--- src/rtl/dds_period_meter.sv ---
// DDS output period meter: counts CLK cycles between zero_address rising edges and reports them.
// Optional per-period signed peak tracking is built when PEAK_TRACK_EN is defined.
module dds_period_meter #(
   parameter int DATA_WIDTH = 8,
   parameter int CNT_WIDTH  = 16
) (
   input  logic                  CLK,
   input  logic                  RESET,
   input  logic                  SET,
   input  logic [DATA_WIDTH-1:0] value,
   input  logic                  zero_address,
   output logic [CNT_WIDTH-1:0]  period,
   output logic [DATA_WIDTH-1:0] peak_max,
   output logic [DATA_WIDTH-1:0] peak_min,
   output logic                  result_valid,
   output logic                  overflow,
   output logic                  busy
);

   typedef enum logic {WAIT_ZERO, MEASURE} state_t;

   localparam logic [CNT_WIDTH-1:0] CNT_MAX = '1;
   localparam logic [CNT_WIDTH-1:0] CNT_ONE = {{(CNT_WIDTH-1){1'b0}}, 1'b1};

   state_t               state;
   logic [CNT_WIDTH-1:0] cnt;
   logic                 ovf;
   logic                 zero_d;
   logic                 zero_edge;

   assign zero_edge = zero_address & ~zero_d;

   // A period of exactly 2^CNT_WIDTH cycles would wrap cnt+1 to zero, so clamp it too.
   function automatic logic [CNT_WIDTH-1:0] sat_period(input logic [CNT_WIDTH-1:0] c,
                                                       input logic o);
      return (o || c == CNT_MAX) ? CNT_MAX : c + CNT_ONE;
   endfunction

   always_ff @(posedge CLK) begin
      if (RESET) begin
         state        <= WAIT_ZERO;
         cnt          <= '0;
         ovf          <= 1'b0;
         zero_d       <= 1'b0;
         period       <= '0;
         overflow     <= 1'b0;
         result_valid <= 1'b0;
         busy         <= 1'b0;
      end else begin
         zero_d       <= zero_address;
         result_valid <= 1'b0;
         if (SET) begin
            state <= WAIT_ZERO;
            busy  <= 1'b0;
            cnt   <= '0;
            ovf   <= 1'b0;
         end else begin
            case (state)
               WAIT_ZERO: begin
                  if (zero_edge) begin
                     state <= MEASURE;
                     busy  <= 1'b1;
                     cnt   <= '0;
                     ovf   <= 1'b0;
                  end
               end
               MEASURE: begin
                  if (zero_edge) begin
                     period       <= sat_period(cnt, ovf);
                     overflow     <= ovf | (cnt == CNT_MAX);
                     result_valid <= 1'b1;
                     cnt          <= '0;
                     ovf          <= 1'b0;
                  end else if (cnt == CNT_MAX) begin
                     ovf <= 1'b1;
                  end else begin
                     cnt <= cnt + CNT_ONE;
                  end
               end
               default: begin
                  state <= WAIT_ZERO;
                  busy  <= 1'b0;
               end
            endcase
         end
      end
   end

`ifdef PEAK_TRACK_EN
   logic signed [DATA_WIDTH-1:0] value_s;
   logic signed [DATA_WIDTH-1:0] run_max;
   logic signed [DATA_WIDTH-1:0] run_min;

   assign value_s = value;

   function automatic logic signed [DATA_WIDTH-1:0] smax(input logic signed [DATA_WIDTH-1:0] a,
                                                         input logic signed [DATA_WIDTH-1:0] b);
      return (a > b) ? a : b;
   endfunction

   function automatic logic signed [DATA_WIDTH-1:0] smin(input logic signed [DATA_WIDTH-1:0] a,
                                                         input logic signed [DATA_WIDTH-1:0] b);
      return (a < b) ? a : b;
   endfunction

   // Running extrema include the edge-cycle sample and exclude the closing edge sample.
   always_ff @(posedge CLK) begin
      if (RESET) begin
         run_max  <= '0;
         run_min  <= '0;
         peak_max <= '0;
         peak_min <= '0;
      end else if (!SET) begin
         if (zero_edge) begin
            if (state == MEASURE) begin
               peak_max <= run_max;
               peak_min <= run_min;
            end
            run_max <= value_s;
            run_min <= value_s;
         end else if (state == MEASURE) begin
            run_max <= smax(run_max, value_s);
            run_min <= smin(run_min, value_s);
         end
      end
   end
`else
   assign peak_max = '0;
   assign peak_min = '0;
`endif

endmodule
--- config.mk ---
export PLATFORM = sky130hd
export DESIGN_NAME = dds_period_meter
export DESIGN_NICKNAME = d
export VERILOG_FILES = /design/src/rtl/dds_period_meter.sv
export SDC_FILE = /design/constraint.sdc
export NUM_CORES = 1
export LEC_CHECK = 0
export ABC_AREA = 1
export CAP_MARGIN = 20
export CORE_UTILIZATION = 63
export CTS_BUF_LIST = sky130_fd_sc_hd__clkbuf_2 sky130_fd_sc_hd__clkbuf_4 sky130_fd_sc_hd__clkbuf_8
export CTS_CLUSTER_DIAMETER = 100
export DETAILED_ROUTE_END_ITERATION = 10
export DONT_BUFFER_PORTS = 1
export HOLD_SLACK_MARGIN = 0.03
export PLACE_DENSITY = 0.83
export SLEW_MARGIN = 10
export SYNTH_ARGS = -nofsm -noshare
export SYNTH_HDL_FRONTEND = slang
export SYNTH_SLANG_ARGS = --single-unit
--- constraint.sdc ---
create_clock -name CLK -period 4.8 [get_ports CLK]
set_clock_uncertainty 0.2 [all_clocks]
set_input_delay 1.2 -clock CLK [delete_from_list [all_inputs] [get_ports CLK]]
set_output_delay 1.2 -clock CLK [all_outputs]
set_load 0.05 [all_outputs]
# --- Word-level counts from Yosys, hierarchy flattened ---
# Cells that the tools add are included.
op_classes:
  eq_ne: 4
  muxes: 11
  addsub: 1
  reduce_logical: 7
  div_mod_pow: 0
  shifts: 0
  n_bitwise: 5
  multipliers: 0
  magnitude_cmp: 0
op_table:
  columns: ["cell", "count"]
  rows:
  - ["two-way mux 16 bit", 4]
  - ["case mux 16 bit (2 select lines)", 1]
  - ["adder 16 x 1 -> 16 bit (second input constant)", 1]
  - ["== test 16 bit (second input constant)", 1]
  - ["AND reduction 2 bit", 3]
  - ["two-way mux 1 bit", 5]
  - ["inequality test 3 x 1 -> 1 bit (second input constant)", 1]
  - ["inequality test 3 bit (second input constant)", 1]
  - ["NOT 1 bit", 3]
  - ["AND reduction 3 bit", 1]
  - ["OR reduction 3 bit", 1]
  - ["inequality test 2 bit (second input constant)", 1]
  - ["case mux 1 bit (2 select lines)", 1]
  - ["OR reduction 2 bit", 1]
  - ["AND 1 bit", 1]
  - ["logical OR 1 bit", 1]
  - ["bitwise OR 1 bit", 1]
totals:
  n_memories: 0
  elab_cells: 36
  romBits: 0
  latchBits: 0
  out_inout_bits: 35
  in_bits: 12
  ram_bits: 0
  reg_bits: 38

# --- Longest topological paths before layout ---
logic_depth:
  ltp_word: 4
  mapped_depth: 10
  mapped_depth_nobuf: 9

# --- Worst setup path after synthesis ---
# Ideal clock, no wire load.
synth_path:
  path_type: "input port to flip-flop"
  startpoint: "input port zero_address"
  endpoint: "register period[10]"
  setup_time_ps: 62
  n_path_buf: 1
  required_ps: 4538
  setup_slack_ps: 2453
  t_arrival_ps: 2084
  cell_stages: 7
  path_cell_list: "inv_1 nor2_4 nand3_1 inv_1 clkbuf_2 o21ai_0 nor2_2"
synth_via:
  elab_chain_len: 2
synth_rtl:
  columns: ["element", "line", "rtl"]
  rows:
  - ["from (decl)", "11", "input logic zero_address,"]
  - ["AND 1 bit", "31", "assign zero_edge = zero_address & ~zero_d;"]
  - ["AND reduction 3 bit (no line)", null, null]
  - ["to (signal assigned)", "69", "period <= sat_period(cnt, ovf);"]
  - ["to (decl)", "12", "output logic [CNT_WIDTH-1:0] period,"]
# No other way between the ends.
# A chain may end at the register's enable or synchronous reset.

# --- Worst setup path after layout ---
layout_path:
  startpoint: "register overflow"
  endpoint: "output port overflow"
layout_lines:
  columns: ["element", "line", "rtl"]
  rows:
  - ["from (decl)", "16", "output logic overflow,"]
  - ["from (signal assigned)", "70", "overflow <= ovf | (cnt == CNT_MAX);"]
# No word-level cell between the ends.

==> results.yml <==
setup_path:
  worst_setup_path_start_kind: "flop"
  path_class: "reg2out"
  cp-end-kind: "output port"
  worst-path-max-fanout: 2
  cp.arrival_ps: 1020
  required_ps: 3400
power_and_ir_drop:
  power_frac_clock_pct: 43.1
  p_seq_share_pct: 49.6
  p_switching_mw: 0.166
  ir_drop_v: 0.000183
  comb_power_share_pct: 7.3
  p_per_area_nw_per_um2: 326
  cellLeakagePower_nw: 0.832
  intPower_mw: 0.501
  p_sw_share_pct: 24.9
synthesis:
  ys_top_cells_by_area: "dfxtp_1 38%, nand2_1 12%, nor2_1 7.9%"
  synth_seq_cells: 38
  netlist.area_leader.share_pct: 38.3
  ys_seq_area_share_pct: 38.3
  yosysTopAreaCell: "dfxtp_1"
  synth_warnings: 0
  synth_cell_types: 29
  synth_area_per_cell_sq_um: 7.08
  netlist_area_sq_um: 1990
  synth_cells: 281
timing:
  period_minus_slack_ps: 2420
  period_share_pct: 50.5
  setup-tns-final_ps: 0
  worst_slack_ps: 2380
  finalSetupViolations: 0
  hold_violations: 0
  fmax_mhz: 412
  timing.hold.ws_ps: 299
  rsz0062_at_grt: "false"
  relSlewSlack_pct: 55.5
  tightest_slew_ps: 667
  slew_viol_final: 0
clock_network:
  clk_latency_ps: 350
  cts_tree: "yes"
  ctsHoldBuffers: 0
  post-cts-setup-buffers: 0
  root_buffer: "clkbuf_4"
  clockBufferDepth: 2
  cts.sinks: 38
  cts_resized: 0
  clkTransAtPathRegs_ps: 120
  htree_levels: 2
  cts_buffers: 5
outcome:
  status: "completed"
floorplan:
  die_h_um: 58.2
  io_pins: 47
  core_sq_um: 3030
  dieArea_sq_um: 3380
  die_x_um: 58.2
  rows: 20
  start_util_pct: 65.7
global_routing:
  grt_pass1_wl_um: 6710
  grt_start_max_net_pins: 18
  grt_use_total_pct: 26.3
  grt_pass1_vias: 1542
  antenna_found_initial: 0
  grt_overflow: 0
place:
  post-place-ws_ps: 2090
  port_buffers: 0
  finalWeightedCongestion: 0.854
  dpl.hpwl_um: 2820
final_layout:
  n_fill_cell: 257
  finish.utilization_pct: 67.5
  regArea_sq_um: 761
  syn_to_final_growth_pct: 2.77
  drive_gt1_share_pct: 13.5
  multi_input_area_sq_um: 1010
  diodes: 0
  fin_nets: 294
detailed_routing:
  vias: 1689
  viasPerCell: 5.18
  drt_iter0_drc: 95
  finalWirelength_um: 4030
  drcViolationCount: 0
  wl_per_cell_um: 12.4
  drt_pass1_iterations: 4
  ant_nets: 0
hold_path:
  hold_path_class: "reg2reg"
job:
  cap_violations: 0
cell usage after synthesis, drive strengths merged:
cell type / number
nand3: 13
nand2: 70
xnor2: 3
xor2: 4
o211ai: 1
clkinv: 1
o21a: 1
conb: 1
a21oi: 16
inv: 27
nor2: 59
buf: 21
ha: 1
nand4: 5
o21bai: 2
o21ai: 17
clkbuf: 1
dfxtp: 38
power groups by stage:
| stage | Clock, mW | Combinational (mW) | Sequential [mW] |
|---|---|---|---|
| global route | 0.301 | 0.0528 | 0.332 |
| finish | 0.287 | 0.0488 | 0.331 |
| detailed placement | 0 | 0.0482 | 0.338 |
| global placement | 0 | 0.0478 | 0.338 |
| CTS | 0.290 | 0.0484 | 0.331 |
| floorplan | 0 | 0.0573 | 0.337 |
worst paths after layout:
| check | from | endpoint | slack [ps] | cells after the start |
|---|---|---|---|---|
| min | ovf | ovf | 300 | 2 |
| max reg2reg | cnt[0] | cnt[15] | 2600 | 8 |
| max | overflow | overflow | 2380 | 0 |
| min reg2reg | ovf | ovf | 300 | 2 |
placed cells by master (no fill, tap or decap):
cell type / n
nand2_2: 4
a21oi_1: 15
o21ai_0: 17
a21oi_2: 1
inv_1: 24
clkbuf_8: 1
nor2_1: 42
nor2_4: 3
o21a_1: 1
xnor2_1: 3
nand2_1: 64
nand2_4: 2
clkbuf_4: 5
inv_2: 3
ha_1: 1
bufinv_16: 2
nand3_1: 11
o21bai_1: 2
xor2_1: 4
conb_1: 16
dfxtp_1: 38
clkinv_1: 1
o211ai_2: 1
nand4_1: 5
nor2_2: 14
nand3_2: 2
per-layer routing:
metal | share of wire [%] | wire, um | global-route usage (%) | vias up
met1 | 45 | 1800 | 31.5 | 773
met3 | 6.3 | 252 | 6.70 | 8
met2 | 47 | 1900 | 44.5 | 59
li1 | - | - | - | 849
met4 | 1.9 | 76 | 11.6 | 0
met5 | 0 | 0 | 0 | -
final cells by class:
class	instances	area share (%)
Multi-Input combinational cell	208	49.5
Sequential cell	38	37.2
Inverter	28	5.14
Clock inverter	2	2.94
Tap cell	44	2.69
Clock buffer	6	2.51
cells by family (layout without fill, tap and decap cells):
logic type / Yosys count / after routing / share of synthesized area (%)
adder cells (fa/ha/maj): 1 / 1 / 0.629
AND/OR/NAND/NOR: 147 / 147 / 33.9
other: 1 / 16 / 0.189
flip-flops: 38 / 38 / 38.3
XOR/XNOR: 7 / 7 / 3.08
AO/OA/AOI/OAI: 37 / 37 / 10.3
buffers and inverters: 50 / 36 / 13.7
metrics by stage:
step	std cells	area [sq um]	power, mW
floorplan	296	2040	0.395
global placement	318	1930	0.386
detailed placement	318	1930	0.386
CTS	326	2040	0.669
global route	326	2040	0.686
finish	326	2040	0.667
state kept, by name (all words and copies together) (netlist names):
register,cells
cnt,16
period,16
busy,1
overflow,1
ovf,1
result_valid,1
state,1
zero_d,1
(Power assumes the default switching activity.)
